`src/rtl/sar_pkg.sv`:
```
// rtl/sar_pkg.sv - shared types and defaults for the SAR conversion controller
package sar_pkg;

  typedef enum logic [1:0] {
    IDLE,
    SAMPLE,
    CONV,
    DONE
  } sar_state_t;

  localparam int DEF_NBIT          = 8;
  localparam int DEF_SAMPLE_CYCLES = 2;
  localparam int CNT_W             = $clog2(16);

endpackage

```
`src/rtl/sar_bit_ptr.sv`:
```
// rtl/sar_bit_ptr.sv - one-hot pointer to the bit currently under trial
module sar_bit_ptr #(
  parameter int NBIT = 8
) (
  input  logic            clk,
  input  logic            rst,
  input  logic            load,
  input  logic            shift,
  output logic [NBIT-1:0] ptr,
  output logic            last
);

  always_ff @(posedge clk) begin
    if (!rst) begin
      ptr <= '0;
    end else if (load) begin
      ptr <= {1'b1, {(NBIT-1){1'b0}}};
    end else if (shift) begin
      ptr <= ptr >> 1;
    end
  end

  assign last = ptr[0];

endmodule

```
`src/rtl/sar_logic.sv`:
```
// rtl/sar_logic.sv - SAR controller: track/hold sequencing, MSB-first bit search, result strobe
module sar_logic
  import sar_pkg::*;
#(
  parameter int NBIT          = DEF_NBIT,
  parameter int SAMPLE_CYCLES = DEF_SAMPLE_CYCLES
) (
  input  logic            clk,
  input  logic            rst,
  input  logic            start,
  input  logic            cmp,
  output logic            sample,
  output logic [NBIT-1:0] dac_code,
  output logic            busy,
  output logic [NBIT-1:0] code,
  output logic            valid
);

  localparam logic [NBIT-1:0]  MSB_CODE = {1'b1, {(NBIT-1){1'b0}}};
  localparam logic [CNT_W-1:0] CNT_LOAD = CNT_W'(SAMPLE_CYCLES - 1);

  sar_state_t       state;
  logic [CNT_W-1:0] cnt;
  logic [NBIT-1:0]  ptr;
  logic             ptr_last;
  logic             ptr_load;
  logic             ptr_shift;
  logic [NBIT-1:0]  trial_next;

  assign ptr_load  = (state == SAMPLE) && (cnt == '0);
  assign ptr_shift = (state == CONV);

  sar_bit_ptr #(.NBIT(NBIT)) u_ptr (
    .clk   (clk),
    .rst   (rst),
    .load  (ptr_load),
    .shift (ptr_shift),
    .ptr   (ptr),
    .last  (ptr_last)
  );

  // Resolve the current bit from cmp and raise the next-lower trial bit.
  always_comb begin
    trial_next = (dac_code & ~ptr) | (cmp ? ptr : '0) | (ptr >> 1);
  end

  always_ff @(posedge clk) begin
    if (!rst) begin
      state    <= IDLE;
      sample   <= 1'b0;
      dac_code <= '0;
      busy     <= 1'b0;
      code     <= '0;
      valid    <= 1'b0;
      cnt      <= '0;
    end else begin
      valid <= 1'b0;
      case (state)
        IDLE: begin
          if (start) begin
            state  <= SAMPLE;
            sample <= 1'b1;
            busy   <= 1'b1;
            cnt    <= CNT_LOAD;
          end
        end
        SAMPLE: begin
          if (cnt == '0) begin
            state    <= CONV;
            sample   <= 1'b0;
            dac_code <= MSB_CODE;
          end else begin
            cnt <= cnt - 1'b1;
          end
        end
        CONV: begin
          dac_code <= trial_next;
          if (ptr_last) begin
            state <= DONE;
            code  <= trial_next;
            valid <= 1'b1;
            busy  <= 1'b0;
          end
        end
        DONE: begin
          if (start) begin
            state  <= SAMPLE;
            sample <= 1'b1;
            busy   <= 1'b1;
            cnt    <= CNT_LOAD;
          end else begin
            state    <= IDLE;
            dac_code <= '0;
          end
        end
        default: state <= IDLE;
      endcase
    end
  end

endmodule

```
`config.mk`:
```
export PLATFORM = sky130hd
export DESIGN_NAME = sar_logic
export DESIGN_NICKNAME = d
export VERILOG_FILES = /design/src/rtl/sar_pkg.sv /design/src/rtl/sar_bit_ptr.sv /design/src/rtl/sar_logic.sv
export SDC_FILE = /design/constraint.sdc
export NUM_CORES = 1
export LEC_CHECK = 0
export CAP_MARGIN = 40
export CORE_AREA = 10 10 70 72
export CTS_CLUSTER_DIAMETER = 150
export CTS_CLUSTER_SIZE = 14
export DETAILED_ROUTE_END_ITERATION = 8
export DIE_AREA = 0 0 80 82
export GPL_ROUTABILITY_DRIVEN = 0
export PLACE_DENSITY_LB_ADDON = 0.15
export SLEW_MARGIN = 10
export SYNTH_ARGS = -nofsm -noshare
export SYNTH_HDL_FRONTEND = slang
export SYNTH_SLANG_ARGS = --single-unit
```
`constraint.sdc`:
```
create_clock -name clk -period 1.8 [get_ports clk]
set_clock_uncertainty 0.1 [all_clocks]
set_input_delay 0.36 -clock clk [delete_from_list [all_inputs] [get_ports clk]]
set_output_delay 0.36 -clock clk [all_outputs]
set_load 0.02 [all_outputs]
```
== Yosys cells after proc, flatten, opt, wreduce, memory -nomap -nowiden ==
Index checks and enable logic that the tools add are counted.
Cells by class
  $add $sub $neg: 1
  eq/ne operators: 9
  reductions and logical operators: 16
  multiplexer cells: 20
  bitwise operators: 5
Operators by type and width (number)
  $mux W8: 5
  $pmux W8 S3: 1
  $reduce_and A3 Y1: 5
  $and A8 B8 Y8: 1
  $mux W4: 2
  $not A8 Y8: 1
  $or A8 B7 Y8: 1
  $or A8 B8 Y8: 1
  $pmux W2 S4: 1
  $pmux W4 S2: 1
  $mux W2: 3
  $ne A2 B1 Y1 const B: 3
  $ne A2 B2 Y1 const B: 3
  $reduce_bool A2 Y1: 3
  $mux W1: 5
  $eq A2 B2 Y1 const B: 2
  $logic_not A4 Y1: 1
  $pmux W1 S2: 2
  $reduce_and A2 Y1: 2
  $reduce_or A2 Y1: 2
  $sub A4 B1 Y4 const B: 1
  $reduce_bool A3 Y1: 1
  $eq A2 B1 Y1 const B: 1
  $logic_not A2 Y1: 1
  other kinds (2): 2
Storage, ports and cells
  input bits: 4
  logic and storage cells: 60
  output and inout bits: 19
  register bits: 33

== Longest topological paths before layout ==
Gate-level depths: netlist of run 1.
  depth after elaboration: 5
  gate-level depth with buffers: 7
  depth with buffers taken out: 5

== Cells and area by module ==
Synthesis of run 1 repeated with hierarchy kept, for this count alone.
Unflattened totals
  cells, all modules: 173
  area total of the unflattened synthesis: 1616.6 um^2
By module, submodules not included
  sar_logic: area each 1321.3 um^2, times used 1, cells an instance 146, sequential area each 500.5 um^2
  sar_bit_ptr: area each 295.3 um^2, times used 1, cells an instance 27, sequential area each 160.2 um^2

== Worst setup path after synthesis of run 1 ==
No wires, ideal clock.
  path kind: reg-to-reg
  start: reg state[0]
  end: reg cnt[2]
  required time: 1.630 ns
  setup slack: -0.067 ns
  library setup time: 0.070 ns
  arrival: 1.696 ns
  cell stages (with the launch flop): 7
  period minus slack after synthesis: 1.867 ns
  buffers on the path: 1
  cell sequence: dfxtp_1 inv_1 ha_1 buf_2 nand2_1 or4b_2 a21oi_1
On the way
  word-level cells in the longest chain between the ends: 4
  elaborated cells between the ends (all ways): 9
  classes of those cells: 4 x eq/ne; 1 x mux; 4 x reduce/logical
RTL lines
  start: declaration: RTL line sar_logic.sv:22  | sar_state_t state;
  start signal: assignment: RTL line sar_logic.sv:49  | state <= IDLE;
  start signal: assignment: RTL line sar_logic.sv:61  | state <= SAMPLE;
  start signal: assignment: RTL line sar_logic.sv:69  | state <= CONV;
  $eq A2 B2 Y1 / $logic_not A2 Y1 (equally long branches): RTL line sar_logic.sv:58  | case (state)
  $reduce_or A2 Y1 (no source line)
  $ne A2 B1 Y1 (no source line) / $reduce_bool A2 Y1 (equally long branches)
  $reduce_and A3 Y1 (no source line)
  end signal: assignment: RTL line sar_logic.sv:73  | cnt <= cnt - 1'b1;
  end: declaration: RTL line sar_logic.sv:23  | logic [CNT_W-1:0] cnt;
Several ways; a longest one is shown, not always the timed one.
A chain may end at the register's enable or synchronous reset.

== Worst setup path after layout of run 1 ==
  start: reg cnt[1]
  end: reg state[0]
On the way
  word-level cells in the longest chain between the ends: 3
RTL lines
  $logic_not A4 Y1: RTL line sar_logic.sv:68  | if (cnt == '0) begin
  $ne A2 B1 Y1 (no source line)
  $reduce_and A3 Y1 (no source line)
  end signal: assignment: RTL line sar_logic.sv:69
  end signal: assignment: RTL line sar_logic.sv:79  | state <= DONE;
  end signal: assignment: RTL line sar_logic.sv:87  | state <= SAMPLE;
Every way passes these cells.

==> flow_summary_export.csv, run 1 <==
group,metric,value,unit
drt,num_vias,1425,
min_path,hold_depth,2,
setup_path,crit_type,"reg2reg",
global_routing,grt_antenna_before_repair,0,
drt,firstDrtPassIters,4,
global_routing,grt_util_all_layers,0.128,
die,ios,23,
setup_path,critical-path-max-stage-delay,0.39,ns
finish,drive_gt1_frac,0.313,
pwr,clkPwrFrac,0.172,
clock_tree,cts_buffers,5,
global_routing,grt_pass1_vias,1432,
timing,final.setup.worst_slack,-0.0553,ns
pwr,p_sw_frac,0.352,
placed_design,place_area,0.00208,sq mm
clock_tree,root_buffer,"clkbuf_4",
global_routing,grt_pass1_wl,6620,um
finish,fin_cells,272,
global_routing,grt_max_degree,16,
synthesis,yosys.cell_types.count,35,
pwr,peakVddDrop,0.000939,V
pwr,p_sw,1.22,mW
drt,drt-vias-per-instance,5.24,
clock_tree,cts-hold-fix-buffers,0,
pwr,p_int,2.24,mW
setup_path,rr_endpoint,"state[0]$_SDFFE_PN0P_",
global_routing,overflow,0,
clock_tree,cts.sinks,33,
setup_path,crit_family,"compound AO/OA/AOI/OAI gates",
synthesis,syn_avg_cell_area,9.46,sq um
die,die_w,80,um
drt,drc,0,
pwr,combinationalPowerShare,0.566,
setup_path,start_kind,"register",
die,die_h,82,um
clock_tree,tritoncts,"yes",
synthesis,netlist_instances,173,
timing,max-slew-margin-rel,0.758,
pwr,p_seq_frac,0.263,
timing,period_minus_slack,1.86,ns
timing,rsz0062_at_grt,"yes",
synthesis,synth_area,0.00164,sq mm
timing,post-route-period-util,1.03,
synthesis,ys_async_sr_fraction,0,
die,start_util,0.457,
min_path,worstHoldStart,"sample$_SDFFE_PN0P_",
timing,tightest_slew,0.361,ns
setup_path,r2r.worst_path.cells,6,
drt,drtIter0Drc,91,
placed_design,pre_cts_slack,-0.132,ns
die,core-area,0.00358,sq mm
finish,finalNetCount,235,
setup_path,worstPathRequired,1.93,ns
placed_design,portBuffers,22,
pwr,power_leakage,1.07,nW
finish,diodes,0,
die,die-area,0.00656,sq mm
clock_tree,insertion_delay,0.34,ns
clock_tree,clockBufferDepth,2,
setup_path,crit_fanout,4,
synthesis,ys_seq_area_frac,0.404,
timing,setup_violations,7,
pwr,power_density,1500,mW/mm^2
setup_path,rr_startpoint,"cnt[1]$_SDFFE_PN0P_",
synthesis,synthFlopType,"dfxtp_1",
timing,final_max_slew_viol_count,0,
setup_path,cp_cell_sequence,"inv_2 > ha_4 > or3b_4 > buf_6 > a211o_4 > o221a_2",
drt,wl_per_cell,14.7,um
setup_path,end_kind,"register",
placed_design,dp.cells,259,
die,rows,22,
drt,drt-total-wl,4000,um
synthesis,synthesis.nets,185,
synthesis,yosysWarnings,0,
clock_tree,htree_levels,2,
timing,fmax,0.539,GHz
finish,fin_area,0.00231,sq mm
setup_path,critPathArrivalTime,1.99,ns
setup_path,cp_slowest_cell,"or3b_4",
setup_path,r2r_slack,-0.06,ns
synthesis,synth_seq_cells,33,
placed_design,hpwl,2920,um
setup_path,path_buf_inv,2,
run_status,outcome,"finished, violations left",
min_path,whs_endpoint,"sample$_SDFFE_PN0P_",
min_path,hold_class,"reg2reg",
flow_run,cap_violations,0,
setup_path,worst-path-stages,6,
finish,area_growth_syn_to_layout,41.2,%
run_status,violations,"negative setup slack",
clock_tree,path_clk_slew,0.10,ns
drt,antenna_left,0,
timing,hold_viol_final,0,
synthesis,synth_edf_count,0,
-- placed cells by master, fill, tap and decap left out, types with 7 or more instances in the layout --
cell type	count
dlymetal6s2s_1	9
mux2i_1	18
buf_4	26
a21oi_1	9
inv_1	7
dfxtp_1	29
clkdlybuf4s50_1	7
and2_1	7
nand2_1	11
nor2_1	19
-- how the worst max path moves through the flow --
stage / startpoint / endpoint / slack (ns)
floorplan: state[1]$_SDFFE_PN0P_ / cnt[0]$_SDFFE_PN0P_ / 0.007
global route: cnt[1]$_SDFFE_PN0P_ / state[0]$_SDFFE_PN0P_ / -0.09
global placement: start / dac_code[6]$_SDFFE_PN0P_ / -0.09
CTS: cnt[0]$_SDFFE_PN0P_ / dac_code[1]$_SDFFE_PN0P_ / -0.06
finish: cnt[1]$_SDFFE_PN0P_ / state[0]$_SDFFE_PN0P_ / -0.06
detailed placement: start / dac_code[1]$_SDFFE_PN0P_ / -0.13
-- power by group through the flow --
stage          sequential (mW)  combinational (mW)  clock, mW
2_1_floorplan            0.960               0.928          0
3_3_place_gp             0.916                1.49          0
3_5_place_dp             0.923                1.53          0
4_1_cts                  0.908                1.83      0.604
5_1_grt                  0.924                2.11      0.640
6_report                 0.910                1.96      0.594
-- synth_stat cells, types with 3 or more instances --
library cell  number  share of area
dfxtp_1           33           0.40
nor2_1            19          0.044
mux2i_1           18           0.11
nand2_1           12          0.028
a21oi_1           11          0.034
inv_1             11          0.025
ha_1               8          0.061
and2_1             7          0.027
a311oi_1           5          0.027
mux2_4             5          0.046
clkbuf_1           4         0.0092
nor2b_1            4          0.015
nand2b_1           3          0.011
o21ai_0            3         0.0092
-- worst reg2reg max path: stages, from the launching register on --
cell,delay (ns)
dfxtp_2,0.34
inv_2,0.08
ha_4,0.12
or3b_4,0.39
buf_6,0.14
a211o_4,0.32
o221a_2,0.26
-- cell families after synthesis --
group | Yosys count | synth area share
buffers and inverters | 20 | 0.0520
adders and majority gates | 8 | 0.0612
AOI/OAI and AO/OA | 33 | 0.143
muxes | 25 | 0.170
DFF | 33 | 0.404
and+or+nand+nor | 54 | 0.170
-- metrics by stage --
stage	utilization	hold WS (ns)	TNS (ns)	power, mW
after floorplan	-	0.352	0	1.89
after global placement	0.581	0.343	-0.991	2.41
after detailed placement	0.581	0.350	-1.63	2.45
after CTS	0.627	0.370	-0.322	3.34
after global routing	0.646	0.411	-0.783	3.67
final	0.646	0.366	-0.286	3.46
-- state kept, by name, indices dropped and copies added, names as in the netlist --
name       cells
dac_code       8
valid          1
busy           1
u_ptr.ptr      8
cnt            4
sample         1
state          2
code           8
-- what timing repair did --
| action | in CTS | in global routing |
|---|---|---|
| setup endpoints to repair | 26 | 24 |
| pin swaps | 3 | 2 |
| setup buffers | 2 | 3 |
| gates resized for setup | 22 | 16 |
-- routing by layer --
layer	vias to the layer above	wire length, um	GRT usage
met5	-	0	0
met3	6	198	0.0415
met4	0	60	0.0528
met1	687	1670	0.137
met2	24	2070	0.230
li1	708	-	-
-- area by class of cell --
class	instances	area, sq um
multi-input cells	120	983
clock inverters	1	30.0
well taps	48	60.1
inverters	11	41.3
clock buffers	7	55.1
flip-flops and latches	33	666
fillers	300	1270
repair buffers	52	475
Note: power is estimated with default switching activity, not from simulation.
==> run 2, diff against run 1 <==
RECOVER_POWER = 50   (was unset)
REMOVE_ABC_BUFFERS = 1   (was unset)
==> run 2 against run 1 <==
Compared with the run above: the flow still finishes with violations (negative setup slack); die area is the same; clock-buffer cell count is the same; hold slack improved by 0.0056 ns; first-iteration DRC count rose by 18%; wire length is 2.3% higher; sequential share of layout area up 1.1 points; global-route usage hardly changed; via count is 3.4% lower; fmax up 0.21%; critical endpoint is now dac_code[2]$_SDFFE_PN0P_; largest power group unchanged.
==> flow_summary_export.csv, run 2 (synthesized netlist as in run 1, its figures left out) <==
group,metric,value,unit
run_status,outcome,"finished, violations left",
run_status,violations,"negative setup slack",
global_routing,grt_pass1_wl,6700,um
pwr,finalPower,3.41,mW
drt,drt-total-wl,4090,um
finish,drive_gt1_frac,0.260,
placed_design,portBuffers,22,
pwr,power_leakage,0.867,nW
pwr,peakVddDrop,0.000964,V
placed_design,pre_cts_slack,-0.148,ns
placed_design,dp.cells,258,
die,die_h,82,um
setup_path,rr_startpoint,"cnt[1]$_SDFFE_PN0P_",
finish,reg_top3,"code (8), dac_code (8), u_ptr.ptr (8)",
setup_path,r2r.worst_path.cells,5,
clock_tree,clockBufferDepth,2,
timing,max-slew-margin-rel,0.668,
finish,fin_cells,267,
drt,drc,0,
global_routing,grt_util_all_layers,0.128,
drt,firstDrtPassIters,4,
setup_path,crit_type,"reg2reg",
die,rows,22,
global_routing,grt_pass1_vias,1410,
setup_path,path_buf_inv,1,
die,ios,23,
clock_tree,cts-hold-fix-buffers,0,
setup_path,cp_slowest_cell,"a211o_4",
finish,final_common_cell,"dfxtp_1",
global_routing,overflow,0,
finish,diodes,0,
setup_path,start_kind,"register",
timing,post-route-period-util,1.03,
drt,drtIter0Drc,107,
drt,antenna_left,0,
timing,tightest_slew,0.496,ns
setup_path,end_kind,"register",
finish,area_growth_syn_to_layout,35.9,%
pwr,power_density,1530,mW/mm^2
setup_path,worstPathRequired,1.94,ns
drt,num_vias,1376,
clock_tree,htree_levels,2,
setup_path,r2r_slack,-0.05,ns
finish,final_cell_mix,"dfxtp_1, nor2_1, buf_4",
global_routing,grt_max_degree,16,
timing,setup_violations,8,
die,die-area,0.00656,sq mm
timing,fmax,0.540,GHz
setup_path,endpoint,"dac_code[2]$_SDFFE_PN0P_",
clock_tree,tritoncts,"yes",
clock_tree,path_clk_slew,0.11,ns
min_path,hold_class,"reg2reg",
flow_run,cap_violations,0,
die,die_w,80,um
die,core-area,0.00358,sq mm
timing,final.setup.worst_slack,-0.0514,ns
timing,period_minus_slack,1.85,ns
clock_tree,cts_buffers,5,
timing,hold_viol_final,0,
setup_path,critPathArrivalTime,1.99,ns
setup_path,critical-path-max-stage-delay,0.40,ns
setup_path,crit_family,"compound AO/OA/AOI/OAI gates",
timing,rsz0062_at_grt,"yes",
timing,final_max_slew_viol_count,0,
clock_tree,cts.sinks,33,
setup_path,worst-path-stages,5,
setup_path,cp_cell_sequence,"inv_2 > ha_4 > or3b_4 > a211o_4 > mux2_4",
setup_path,critPathLaunch,"cnt[1]$_SDFFE_PN0P_",
clock_tree,insertion_delay,0.35,ns
drt,wl_per_cell,15.3,um
global_routing,grt_antenna_before_repair,0,
die,start_util,0.457,
clock_tree,root_buffer,"clkbuf_4",
setup_path,rr_endpoint,"dac_code[2]$_SDFFE_PN0P_",
drt,drt-vias-per-instance,5.15,
finish,finalNetCount,230,
setup_path,crit_fanout,8,
placed_design,hpwl,2810,um
run 2: cell count changes in the layout (fill, tap and decap cells not counted), sizes merged:
cell / before / now
buf: 30 / 24
clkdlybuf4s50: 7 / 10
clkbuf: 7 / 17
dlygate4sd2: 6 / 3
dlymetal6s2s: 9 / 0
run 2: worst min path at each step:
stage | to | slack [ns] | startpoint | cells past startpoint
after detailed placement | sample$_SDFFE_PN0P_ | 0.36 | sample$_SDFFE_PN0P_ | 2
after floorplan | cnt[1]$_SDFFE_PN0P_ | 0.35 | cnt[1]$_SDFFE_PN0P_ | 2
after global placement | sample$_SDFFE_PN0P_ | 0.34 | sample$_SDFFE_PN0P_ | 2
after global routing | sample$_SDFFE_PN0P_ | 0.41 | sample$_SDFFE_PN0P_ | 2
final | sample$_SDFFE_PN0P_ | 0.37 | sample$_SDFFE_PN0P_ | 2
after CTS | sample$_SDFFE_PN0P_ | 0.38 | sample$_SDFFE_PN0P_ | 2
run 2: metal layers:
metal / wire length (um) / vias up / global-route usage
li1: - / 700 / -
met1: 1780 / 640 / 0.138
met2: 2030 / 24 / 0.225
met3: 176 / 12 / 0.0448
met4: 94 / 0 / 0.0546
met5: 0 / - / 0
run 2: final cells by class:
| class | instances | area [sq um] |
|---|---|---|
| multi-input combinational | 120 | 1010 |
| fill | 304 | 1360 |
| tap | 48 | 60.1 |
| clock inverter | 1 | 30.0 |
| clock buffer | 7 | 55.1 |
| timing repair buffer | 47 | 365 |
| inverter | 11 | 41.3 |
| sequential | 33 | 664 |
run 2: per-stage QoR:
step	hold WS, ns	util	area [sq um]	TNS, ns
2_1_floorplan	0.351	-	1590	-1.10
3_3_place_gp	0.343	0.577	2070	-0.965
3_5_place_dp	0.363	0.577	2070	-1.76
4_1_cts	0.382	0.632	2260	-0.196
5_1_grt	0.413	0.621	2220	-1.11
6_report	0.372	0.621	2220	-0.251
run 2: repair_timing:
item	CTS	global route
setup buffers	1	0
setup endpoints to repair	25	24
pin swaps	4	0
resized for setup	29	14
run 2: power breakdown:
| part | switching [mW] | leakage, nW | internal [mW] |
|---|---|---|---|
| Clock | 0.277 | 0.0455 | 0.332 |
| Combinational | 0.923 | 0.552 | 0.977 |
| Sequential | 0.0659 | 0.269 | 0.835 |
| Total | 1.27 | 0.867 | 2.14 |
run 2: worst register-to-register path: stages (launching register included):
cell and delay [ns]:
dfxtp_2 0.34, inv_2 0.07, ha_4 0.12, or3b_4 0.39, a211o_4 0.40, mux2_4 0.32
==> RTL edit 1: new RTL, config.mk and constraints of run 2 <==
`DEF_NBIT`: 8 -> 4.
--- a/src/rtl/sar_pkg.sv
+++ b/src/rtl/sar_pkg.sv
@@ -10,3 +10,3 @@
 
-  localparam int DEF_NBIT          = 8;
+  localparam int DEF_NBIT          = 4;
   localparam int DEF_SAMPLE_CYCLES = 2;
Interface: changed (resized code and dac_code); port bits go from 23 to 15. No check against the original RTL was run, so the function may have changed too.
==> RTL edit 1 against run 2 <==
- the run still ends with negative setup slack left
- hold slack worse by 0.0015 ns
- utilization shrank 20 points
- die area unchanged
- final area shrank 32%
- sequential share of layout area shrank 1.7 points
- power is 32% lower
- worst setup slack improved by 0.034 ns
- highest routed layer unchanged
- critical endpoint unchanged
- count of clock-buffer cells in the layout decreased by 4
- routed wire length shrank 35%
- first-iteration DRC count fell by 58%
- sequential cell count is 12 lower
- synthesized area fell by 31%
==> RTL edit 1: results (changes against run 2) <==
[run_status]
run_status = finished, violations left  ; unchanged
violations = negative setup slack  ; unchanged

[final_layout]
ratio_of_cells_with_drive_above_1_in_the_final_layout = 0.2662  ; was 0.2603
fin_nets = 167  ; was 230

[synthesis]
adder_cell_share_of_the_synthesized_area = 0.08899  ; was 0.06116
ys_top_cells_by_count = 21 x dfxtp_1, 12 x nand2_1, 10 x mux2i_1, 10 x nor2_1  ; was 33 x dfxtp_1, 19 x nor2_1, 18 x mux2i_1, 12 x nand2_1
synth_cells = 122  ; was 173
synthMuxAreaShare = 0.1324  ; was 0.1697
synthDistinctLibCells = 36  ; was 35
seq_area_frac_synth = 0.3737  ; was 0.4037

[clock_network]
htree_num_levels = 1  ; was 2
numCtsBuffers = 3  ; was 5
ctsResizeCount = 9  ; was 29

[routing]
detail_route.iter0.violations = 45  ; was 107
dr_total_vias = 963  ; was 1376
wl_per_cell_um = 13.25  ; was 15.32 um
detail_route.vias_per_cell = 4.767  ; was 5.154

[grt]
grt_util_met1 = 0.09102  ; was 0.1381
met2_usage = 0.1557  ; was 0.2247
gr-usage-all-layers = 0.08489  ; was 0.1284
first_global_vias = 1025  ; was 1410
grt_pass1_wl_um = 4519  ; was 6699 um
fraction_of_met3_tracks_used_by_global_routing = 0.03057  ; was 0.04476

[place]
placedInstanceArea_um2 = 1431  ; was 2066 um^2
detailedPlacementHpwl_um = 2038  ; was 2814 um
place.port_buffers = 14  ; was 22

[sta]
finalSetupViolations = 1  ; was 8
final_setup_margin_ns = -0.01786  ; was -0.05140 ns
hold_slack_ns = 0.3701  ; was 0.3716 ns
setup_total_negative_slack_ns = -0.01786  ; was -0.2511 ns
worst_slew_pin_slew_ns = 0.3410  ; was 0.4965 ns

[power_and_ir_drop]
vdd.ir_drop.worst_v = 0.0006447  ; was 0.0009640 V
power.static_leakage_nw = 0.6044  ; was 0.8665 nW

[setup_path]
worst_ep_arrival_time_ns = 1.93  ; was 1.99 ns

RTL edit 1: cell count changes after synthesis, sizes merged, moves of 2 or more:
cell,before,now
a311oi,5,1
nor2,19,10
mux2i,18,10
a21oi,11,7
inv,11,8
clkbuf,4,2
dfxtp,33,21
mux2,7,4
buf,5,3
and2,7,3
RTL edit 1: power groups by stage:
stage / Sequential [mW] / Combinational [mW] / Clock (mW)
4_1_cts: 0.641 / 1.38 / 0.249
5_1_grt: 0.655 / 1.58 / 0.266
3_5_place_dp: 0.641 / 1.31 / 0
2_1_floorplan: 0.673 / 0.742 / 0
3_3_place_gp: 0.635 / 1.28 / 0
6_report: 0.640 / 1.43 / 0.234
RTL edit 1: worst max-delay path, stage by stage, from the launching register on:
cell     delay, ns
dfxtp_2       0.34
inv_2         0.07
ha_4          0.13
or3b_4        0.41
a211o_4       0.36
mux2_4        0.29
RTL edit 1: cell type report:
cell class,count,area [um^2]
Timing Repair Buffer,33,262.8
Fill cell,366,2073
Inverter,8,30.03
Tap cell,48,60.06
Multi-Input combinational cell,88,700.7
Clock inverter,1,5.005
Clock buffer,3,22.52
Sequential cell,21,424.2
RTL edit 1: how the worst max path moves through the flow:
stage | end | cells after the start | slack [ns]
final | dac_code[2]$_SDFFE_PN0P_ | 5 | -0.02
after global placement | state[0]$_SDFFE_PN0P_ | 4 | -0.16
after global routing | dac_code[2]$_SDFFE_PN0P_ | 5 | -0.04
after detailed placement | state[0]$_SDFFE_PN0P_ | 4 | -0.20
after floorplan | cnt[2]$_SDFFE_PN0P_ | 5 | -0.18
after CTS | dac_code[2]$_SDFFE_PN0P_ | 5 | -0.00003
RTL edit 1: routing by layer:
layer	vias up	part of all wire
met5	-	0
met4	0	0.0071
met3	2	0.059
met2	16	0.47
met1	451	0.46
li1	494	-
==> RTL edit 2: new RTL, config.mk and constraints of run 2 <==
Made on the original files. Reset style: asynchronous (`rst`), changed in 2 clocked blocks.
--- a/src/rtl/sar_bit_ptr.sv
+++ b/src/rtl/sar_bit_ptr.sv
@@ -12,3 +12,3 @@
 
-  always_ff @(posedge clk) begin
+  always_ff @(posedge clk or negedge rst) begin
     if (!rst) begin
--- a/src/rtl/sar_logic.sv
+++ b/src/rtl/sar_logic.sv
@@ -46,3 +46,3 @@
 
-  always_ff @(posedge clk) begin
+  always_ff @(posedge clk or negedge rst) begin
     if (!rst) begin
Function: differs if rst is asserted again (counterexample within 4 cycles, from zero or initial values and one cycle with rst low); with rst held inactive, the same outputs for 10 cycles.
==> RTL edit 2 against run 2 <==
- power up 21%
- synthesized area up 1.8%
- routed wire length down 5.4%
- synthesized cell count down 9.2%
- critical endpoint is now dac_code[3]$_DFFE_PN0P_
- fmax up 3.5%
- largest power group unchanged
- final area down 3.2%
- worst setup slack better by 0.062 ns
- sequential share of layout area up 8.5 points
- sequential cell count unchanged
- combinational power up 24%
- largest cell class is now sequential cells
==> RTL edit 2: results (changes against run 2) <==
[synthesis]
syn_area_per_cell_um2 = 10.62  ; was 9.460 um^2
predominant_post_synthesis_flop_cell = dfrtp_1  ; was dfxtp_1
synth_async_sr_flop_share = 1.000  ; was 0
synthDistinctLibCells = 33  ; was 35
yosys.area.top_type_share = 0.4955  ; was 0.4037
seq_area_frac_synth = 0.4955  ; was 0.4037

[power_and_ir_drop]
fin_total_pwr_mw = 4.118  ; was 3.409 mW
seq_power_share = 0.313  ; was 0.264
power_combinational_mw = 2.35  ; was 1.90 mW

[final_layout]
multi_input_comb_cells = 100  ; was 120
final-clk-cell-share = 0.03254  ; was 0.03827
fin_nets = 210  ; was 230
ratio_of_cells_with_drive_above_1_in_the_final_layout = 0.2150  ; was 0.2603
buffers_outside_the_clock_class = 41  ; was 47
inverters = 18  ; was 11
layout.filler_cells = 330  ; was 304
buffer_area_frac = 0.1604  ; was 0.1643
final_design_area_no_fill_um2 = 2153  ; was 2223 um^2

[grt]
fraction_of_met3_tracks_used_by_global_routing = 0.05022  ; was 0.04476
met2_usage = 0.2022  ; was 0.2247
grt_util_met1 = 0.1429  ; was 0.1381
gr-usage-all-layers = 0.1253  ; was 0.1284

[setup_path]
critPathMaxStageDelay_ns = 0.43  ; was 0.40 ns
crit_path_max_fanout = 5  ; was 8
critPathSlowestCell = or3b_4  ; was a211o_4
cpLargestDelayFamily = simple AND/OR/NAND/NOR gates  ; was compound AO/OA/AOI/OAI gates

[routing]
met3_wirelength_from_detailed_routing_um = 250  ; was 176 um
wl_per_cell_um = 15.61  ; was 15.32 um
detail_route.vias_per_cell = 5.234  ; was 5.154
detail_route.iter0.violations = 56  ; was 107
detail_route.wirelength.met1_um = 1633  ; was 1784 um
met2WireLength_um = 1941  ; was 2034 um

[clock_network]
ctsResizeCount = 12  ; was 29

[place]
placedInstanceArea_um2 = 2028  ; was 2066 um^2
pre_cts_ws_ns = -0.1284  ; was -0.1482 ns

[sta]
slew-limit-headroom = 0.4452  ; was 0.6683

[run_status]
run_status = finished clean  ; was finished, violations left

-- RTL edit 2: changes by cell type in the layout (fill, tap and decap cells not counted), moves of 6 or more --
cell             change
clkbuf_1             -7
clkdlybuf4s50_1      -6
dfrtp_1             +33
dfxtp_1             -30
inv_1                +8
nand2_1              -9
nor2_1               -7
o21ai_0             +16
-- RTL edit 2: per-stage QoR --
step | cells | hold WS (ns)
final | 248 | 0.4345
after global routing | 248 | 0.4584
after CTS | 244 | 0.3334
after detailed placement | 236 | 0.4212
after global placement | 236 | 0.4105
after floorplan | 151 | -0.03559
-- RTL edit 2: path summary, 6_finish.rpt --
kind	start	endpoint	slack, ns	cells after the start
min reg2reg	dac_code[0]$_DFFE_PN0P_	dac_code[0]$_DFFE_PN0P_	0.43	2
max	cnt[0]$_DFFE_PN0P_	dac_code[3]$_DFFE_PN0P_	0.01	6
min	dac_code[0]$_DFFE_PN0P_	dac_code[0]$_DFFE_PN0P_	0.43	2
min in group asynchronous	rst	state[1]$_DFFE_PN0P_	0.55	2
max reg2reg	cnt[0]$_DFFE_PN0P_	dac_code[3]$_DFFE_PN0P_	0.01	6
max in group asynchronous	rst	cnt[2]$_DFFE_PN0P_	0.53	2
-- RTL edit 2: cell families (layout without fill, tap and decap cells) --
| logic type | count (synthesis) | in the layout | synth area share |
|---|---|---|---|
| AO/OA/AOI/OAI | 45 | 45 | 0.1697 |
| adder cells (fa/ha/maj) | 7 | 7 | 0.05255 |
| buffers and inverters | 24 | 67 | 0.05930 |
| flip-flops | 33 | 33 | 0.4955 |
| multiplexers | 22 | 22 | 0.1389 |
| AND/OR/NAND/NOR | 26 | 26 | 0.08408 |
